**config.mk**
```make
export PLATFORM = sky130hd
export DESIGN_NAME = ula_multibyte_seq
export DESIGN_NICKNAME = d
export VERILOG_FILES = /design/src/rtl/ula_pkg.sv /design/src/rtl/ula_8bits.sv /design/src/rtl/ula_multibyte_seq.sv
export SDC_FILE = /design/constraint.sdc
export NUM_CORES = 1
export LEC_CHECK = 0
export ABC_CLOCK_PERIOD_IN_PS = 3200
export CAP_MARGIN = 40
export CORE_MARGIN = 4
export CORE_UTILIZATION = 50
export CTS_CLUSTER_SIZE = 40
export DETAILED_ROUTE_END_ITERATION = 8
export PLACE_DENSITY = 0.8
export SLEW_MARGIN = 10
export SYNTH_ARGS = -nofsm -noshare
export SYNTH_HDL_FRONTEND = slang
export SYNTH_SLANG_ARGS = --single-unit
```
**constraint.sdc**
```tcl
create_clock -name clk -period 3.2 [get_ports clk]
set_input_delay 0.64 -clock clk [delete_from_list [all_inputs] [get_ports clk]]
set_output_delay 0.64 -clock clk [all_outputs]
set_load 0.1 [all_outputs]
```
**src/rtl/ula_pkg.sv**
```systemverilog
// Shared types and constants for the multibyte ALU sequencer.
//   ula_seq_state_t : sequencer FSM states
//   ula_cmd_t       : command fields latched at command accept
//   S_*             : commonly used 74181 function-select codes
package ula_pkg;

  typedef enum logic [1:0] {IDLE, LOAD, DRAIN} ula_seq_state_t;

  typedef struct packed {
    logic [3:0] s;
    logic       m;
  } ula_cmd_t;

  localparam logic [3:0] S_A_PLUS_B     = 4'b1001;
  localparam logic [3:0] S_A_MINUS_B_M1 = 4'b0110;
  localparam logic [3:0] S_LOG_XOR      = 4'b0110;

endpackage

```
**src/rtl/ula_8bits.sv**
```systemverilog
// 8-bit 74181-style ALU slice, purely combinational, active-high data.
//   a, b   : operand bytes
//   s, m   : function select, m=1 logic / m=0 arithmetic
//   c_in   : carry in, 1 = +1
//   f      : result byte
//   c_out  : carry out of bit 7 (arithmetic meaning only)
//   a_eq_b : high when f is all ones (the 74181 A=B output)
module ula_8bits (
  input  logic [7:0] a,
  input  logic [7:0] b,
  input  logic [3:0] s,
  input  logic       m,
  input  logic       c_in,
  output logic [7:0] f,
  output logic       c_out,
  output logic       a_eq_b
);

  logic [7:0] x, y;
  logic [8:0] sum;

  // x/y are the two internal 74181 terms; arithmetic is x+y+cin, which
  // reproduces the full arithmetic table (e.g. 1001: (A|B)+(A&B) = A+B).
  // The logic table is the bitwise XNOR of the same two terms.
  always_comb begin
    x      = a | (b & {8{s[0]}}) | (~b & {8{s[1]}});
    y      = (a & ~b & {8{s[2]}}) | (a & b & {8{s[3]}});
    sum    = {1'b0, x} + {1'b0, y} + {8'd0, c_in};
    f      = m ? ~(x ^ y) : sum[7:0];
    c_out  = sum[8];
    a_eq_b = &f;
  end

endmodule

```
**src/rtl/ula_multibyte_seq.sv**
```systemverilog
// Sequential 8*NBYTES-bit ALU built on one ula_8bits slice, LSB byte first.
//   clk, rst_n                 : clock, async active-low reset
//   cmd_valid/ready, cmd_s/m/c_in : command channel (latched on handshake)
//   in_valid/ready, in_a/b     : operand byte-pair stream
//   out_valid/ready, out_f     : result byte stream (single output register)
//   out_last, out_c_out, out_eq : final-byte marker, final carry, aggregated equality
module ula_multibyte_seq
  import ula_pkg::*;
#(
  parameter int NBYTES = 4
) (
  input  logic       clk,
  input  logic       rst_n,
  input  logic       cmd_valid,
  output logic       cmd_ready,
  input  logic [3:0] cmd_s,
  input  logic       cmd_m,
  input  logic       cmd_c_in,
  input  logic       in_valid,
  output logic       in_ready,
  input  logic [7:0] in_a,
  input  logic [7:0] in_b,
  output logic       out_valid,
  input  logic       out_ready,
  output logic [7:0] out_f,
  output logic       out_last,
  output logic       out_c_out,
  output logic       out_eq
);

  localparam int IDX_W = $clog2(NBYTES + 1);
  localparam logic [IDX_W-1:0] LAST_IDX = IDX_W'(NBYTES - 1);

  ula_seq_state_t state, state_nxt;
  ula_cmd_t       cmd_q;
  logic           carry, eq_acc;
  logic [IDX_W-1:0] idx;

  logic [7:0] f;
  logic       c_out, a_eq_b;
  logic       cmd_fire, in_fire, out_fire, is_last;

  ula_8bits u_alu (
    .a      (in_a),
    .b      (in_b),
    .s      (cmd_q.s),
    .m      (cmd_q.m),
    .c_in   (carry),
    .f      (f),
    .c_out  (c_out),
    .a_eq_b (a_eq_b)
  );

  assign out_fire = out_valid && out_ready;
  assign is_last  = (idx == LAST_IDX);

  always_comb begin
    state_nxt = state;
    cmd_ready = 1'b0;
    in_ready  = 1'b0;
    case (state)
      IDLE: begin
        cmd_ready = 1'b1;
        if (cmd_valid) state_nxt = LOAD;
      end
      LOAD: begin
        in_ready = !out_valid || out_ready;
        if (in_valid && in_ready && is_last) state_nxt = DRAIN;
      end
      DRAIN: begin
        if (out_fire) state_nxt = IDLE;
      end
      default: state_nxt = IDLE;
    endcase
  end

  assign cmd_fire = cmd_valid && cmd_ready;
  assign in_fire  = in_valid && in_ready;

  always_ff @(posedge clk or negedge rst_n) begin
    if (!rst_n) state <= IDLE;
    else        state <= state_nxt;
  end

  always_ff @(posedge clk or negedge rst_n) begin
    if (!rst_n) begin
      cmd_q     <= '0;
      carry     <= 1'b0;
      eq_acc    <= 1'b1;
      idx       <= '0;
      out_valid <= 1'b0;
      out_f     <= '0;
      out_last  <= 1'b0;
      out_c_out <= 1'b0;
      out_eq    <= 1'b0;
    end else begin
      if (cmd_fire) begin
        cmd_q  <= '{s: cmd_s, m: cmd_m};
        carry  <= cmd_c_in;
        eq_acc <= 1'b1;
        idx    <= '0;
      end
      if (in_fire) begin
        out_f     <= f;
        out_valid <= 1'b1;
        // Logic ops never propagate a carry between bytes.
        carry     <= cmd_q.m ? carry : c_out;
        eq_acc    <= eq_acc & a_eq_b;
        idx       <= idx + 1'b1;
        if (is_last) begin
          out_last  <= 1'b1;
          out_c_out <= c_out & ~cmd_q.m;
          out_eq    <= eq_acc & a_eq_b;
        end
      end else if (out_fire) begin
        out_valid <= 1'b0;
        out_last  <= 1'b0;
        out_c_out <= 1'b0;
        out_eq    <= 1'b0;
      end
    end
  end

endmodule

```
==> metrics.txt <==
outcome=finished, final reports clean; die height=slightly below 70 um; Netlist cell types=48; core area=about 3400 sq um; clock power share=7.8%; critical path capture point type=flip-flop; fmax=326 MHz; Via density=~5.4; Layout Nets=290; CTS sink cnt=24; Min-Delay Path Class=flip-flop to flip-flop; total CTS buffers=3; sequential share of power=between 20% and 30%; critical path class=input port to flip-flop; top cells by count, synth=23 x dfrtp_1, 20 x nand2_1, 16 x nor2b_1; Yosys top cell area share=a little under a third; Syn Std Cell Area=between 1500 and 2000 sq um; post-route insts no fill=296; Final ANT Viol Nets=0; synthesized net count=approximately 230; flops & latches, synth=24; crit start category=input port; Die Wd=just under 70 um; worst slew pin tran=648 ps; fin worst setup slack=~130 ps; Bufs on Longest Clock Path=2; first-pass GRT wire length=slightly below 7 mm; cell accounting for the most synthesized area=dfrtp_1; final core utilization=around 72%; Slew Limit Fails=0; Max IR drop VDD=just under 0.9 mV; ANT cells=0; RSZ-0062 raised after global routing=false; area grow syn2layout=35.4%; count leader, synth=dfrtp_1; Worst-Skew Late Latency=between 300 and 400 ps; final hold vios=0; number of I/O port buffers=40; drt drc=0; top_reg_cell synth=dfrtp_1; worst hold slack=~490 ps; pre-CTS setup slack=-586 ps; WP data arrival=3340 ps; Cell Int Power=approximately 1.4 mW; grt total ovfl=0; EDFF count, synth=0; vias in the first global route=about 1500; ys async rst share=100%; antenna violations before repair=0; Worst Path Required=about 3500 ps; post-placement cell area=about 2300 sq um; switching share of power=51.8%; post-detailed-routing wire length=approximately 4.3 mm; initial core utilization=53.1%; H-tree lvl count=1; post-layout min period=between 3000 and 4000 ps; std cell rows=21; Finish-stage setup viols=0; Initial DRC Count=between 60 and 70; Routability Congestion=0.846; Final Cycle Share=95.8%; ranking of synthesized cells by area=dfrtp_1 32%, ha_1 6.9%, mux2_2 6.8%; wire per inst=around 15 um; gr usage total=19.1%; CTS root buf=clkbuf_4; LEAKAGE=approximately 1.1 nW; CTS tree=built; drt pass-1 iters=4; Combinational Power Share=72.1%; Max-Cap Viols=0; design area=approximately 2500 sq um; total design power=approximately 2.9 mW; # hold bufs at CTS=0; power density of the placed cells=between 1000 and 1500 nW/um^2; Cells after DPL=289; layout cells sized above 1=around 28%; clock-pin slew on the worst setup and hold paths=around 140 ps; # IOs=roughly 40; Post-Route Setup TNS=0 ps; largest net degree at the start of global routing=25; Post-DP HPWL=around 3.2 mm; DIE AREA=about 4700 sq um; Post-Syn Area per Cell=between 9 and 10 sq um; slew margin rel.=between 50% and 60%; Syn Inst Count=194; Crit Path Max Fanout=3; sequential cell area fraction in the yosys report=between 30% and 40%; clock skew=between 10 and 15 ps; Sw Pwr=approximately 1.5 mW; vias=around 1600; synth warn=0
[cell families after synthesis]
| family | synth area share, % |
|---|---|
| buffers and inverters | 4.42 |
| AND/OR/NAND/NOR | 21.6 |
| flip-flops | 33.2 |
| multiplexers | 10.1 |
| XOR/XNOR | 0.966 |
| AO/OA/AOI/OAI | 20.6 |
| adder cells (fa/ha/maj) | 9.11 |
[cell type report]
cell class | count | area [sq um]
Fill cell | 273 | 961
Timing Repair Buffer | 60 | 527
Sequential cell | 24 | 602
Multi-Input combinational cell | 153 | 1180
Tap cell | 46 | 57.6
Clock inverter | 1 | 30.0
Inverter | 9 | 33.8
Clock buffer | 3 | 22.5
[power groups by stage]
| stage | logic (mW) | clock network (mW) | registers [mW] |
|---|---|---|---|
| global placement | 1.92 | 0 | 0.579 |
| finish | 2.06 | 0.223 | 0.573 |
| CTS | 2.01 | 0.225 | 0.576 |
| global route | 2.22 | 0.238 | 0.598 |
| detailed placement | 1.95 | 0 | 0.580 |
| floorplan | 1.06 | 0 | 0.953 |
[sequential cells by signal, summed over array words and instances (netlist names)]
register   count
out_last       1
out_eq         1
out_f          8
cmd_q          5
idx            3
eq_acc         1
state          2
out_c_out      1
carry          1
out_valid      1
[repair_timing]
action                                  CTS  global route
pin swaps                                 4             9
resized for setup                         7             5
buffers inserted                          1             2
endpoints found under the setup margin    2             2
[path summary, 6_finish.rpt]
path / endpoint / cells after the start / startpoint / slack [ps]
worst min-delay path: state[0] / 1 / state[1] / 490
min in group asynchronous: cmd_q[3] / 2 / rst_n / 640
worst min register to register: state[0] / 1 / state[1] / 490
worst max register to register: eq_acc / 11 / cmd_q[2] / 270
max in group asynchronous: eq_acc / 2 / rst_n / 2270
worst max-delay path: eq_acc / 10 / in_b[1] / 130
[cells in the final DEF, fill, tap and decap left out, drive strengths merged, types with 4 or more instances in the layout]
cell,instances
buf,34
clkdlybuf4s50,25
dfrtp,23
nand2,20
nor2b,17
o21ai,14
mux2,11
ha,10
a21oi,10
a211o,9
inv,9
nor2,8
mux2i,6
nand3,6
nand2b,4
[critical path, cell delays in order]
cell and delay [ps]:
clkdlybuf4s50_1 480, mux2_2 330, and2_4 170, ha_4 270, nor2b_4 190, o22ai_1 120, a211oi_2 330, nand4b_1 130
or4b_4 510, a21oi_2 150
[metal layers]
| layer | GRT usage, % | up-vias | wire (um) |
|---|---|---|---|
| met1 | 25.7 | 731 | 2020 |
| met4 | 6.70 | 0 | 61 |
| met5 | 0 | - | 0 |
| li1 | - | 812 | - |
| met2 | 31.2 | 41 | 2020 |
| met3 | 2.96 | 7 | 201 |
(Power assumes the default switching activity.)
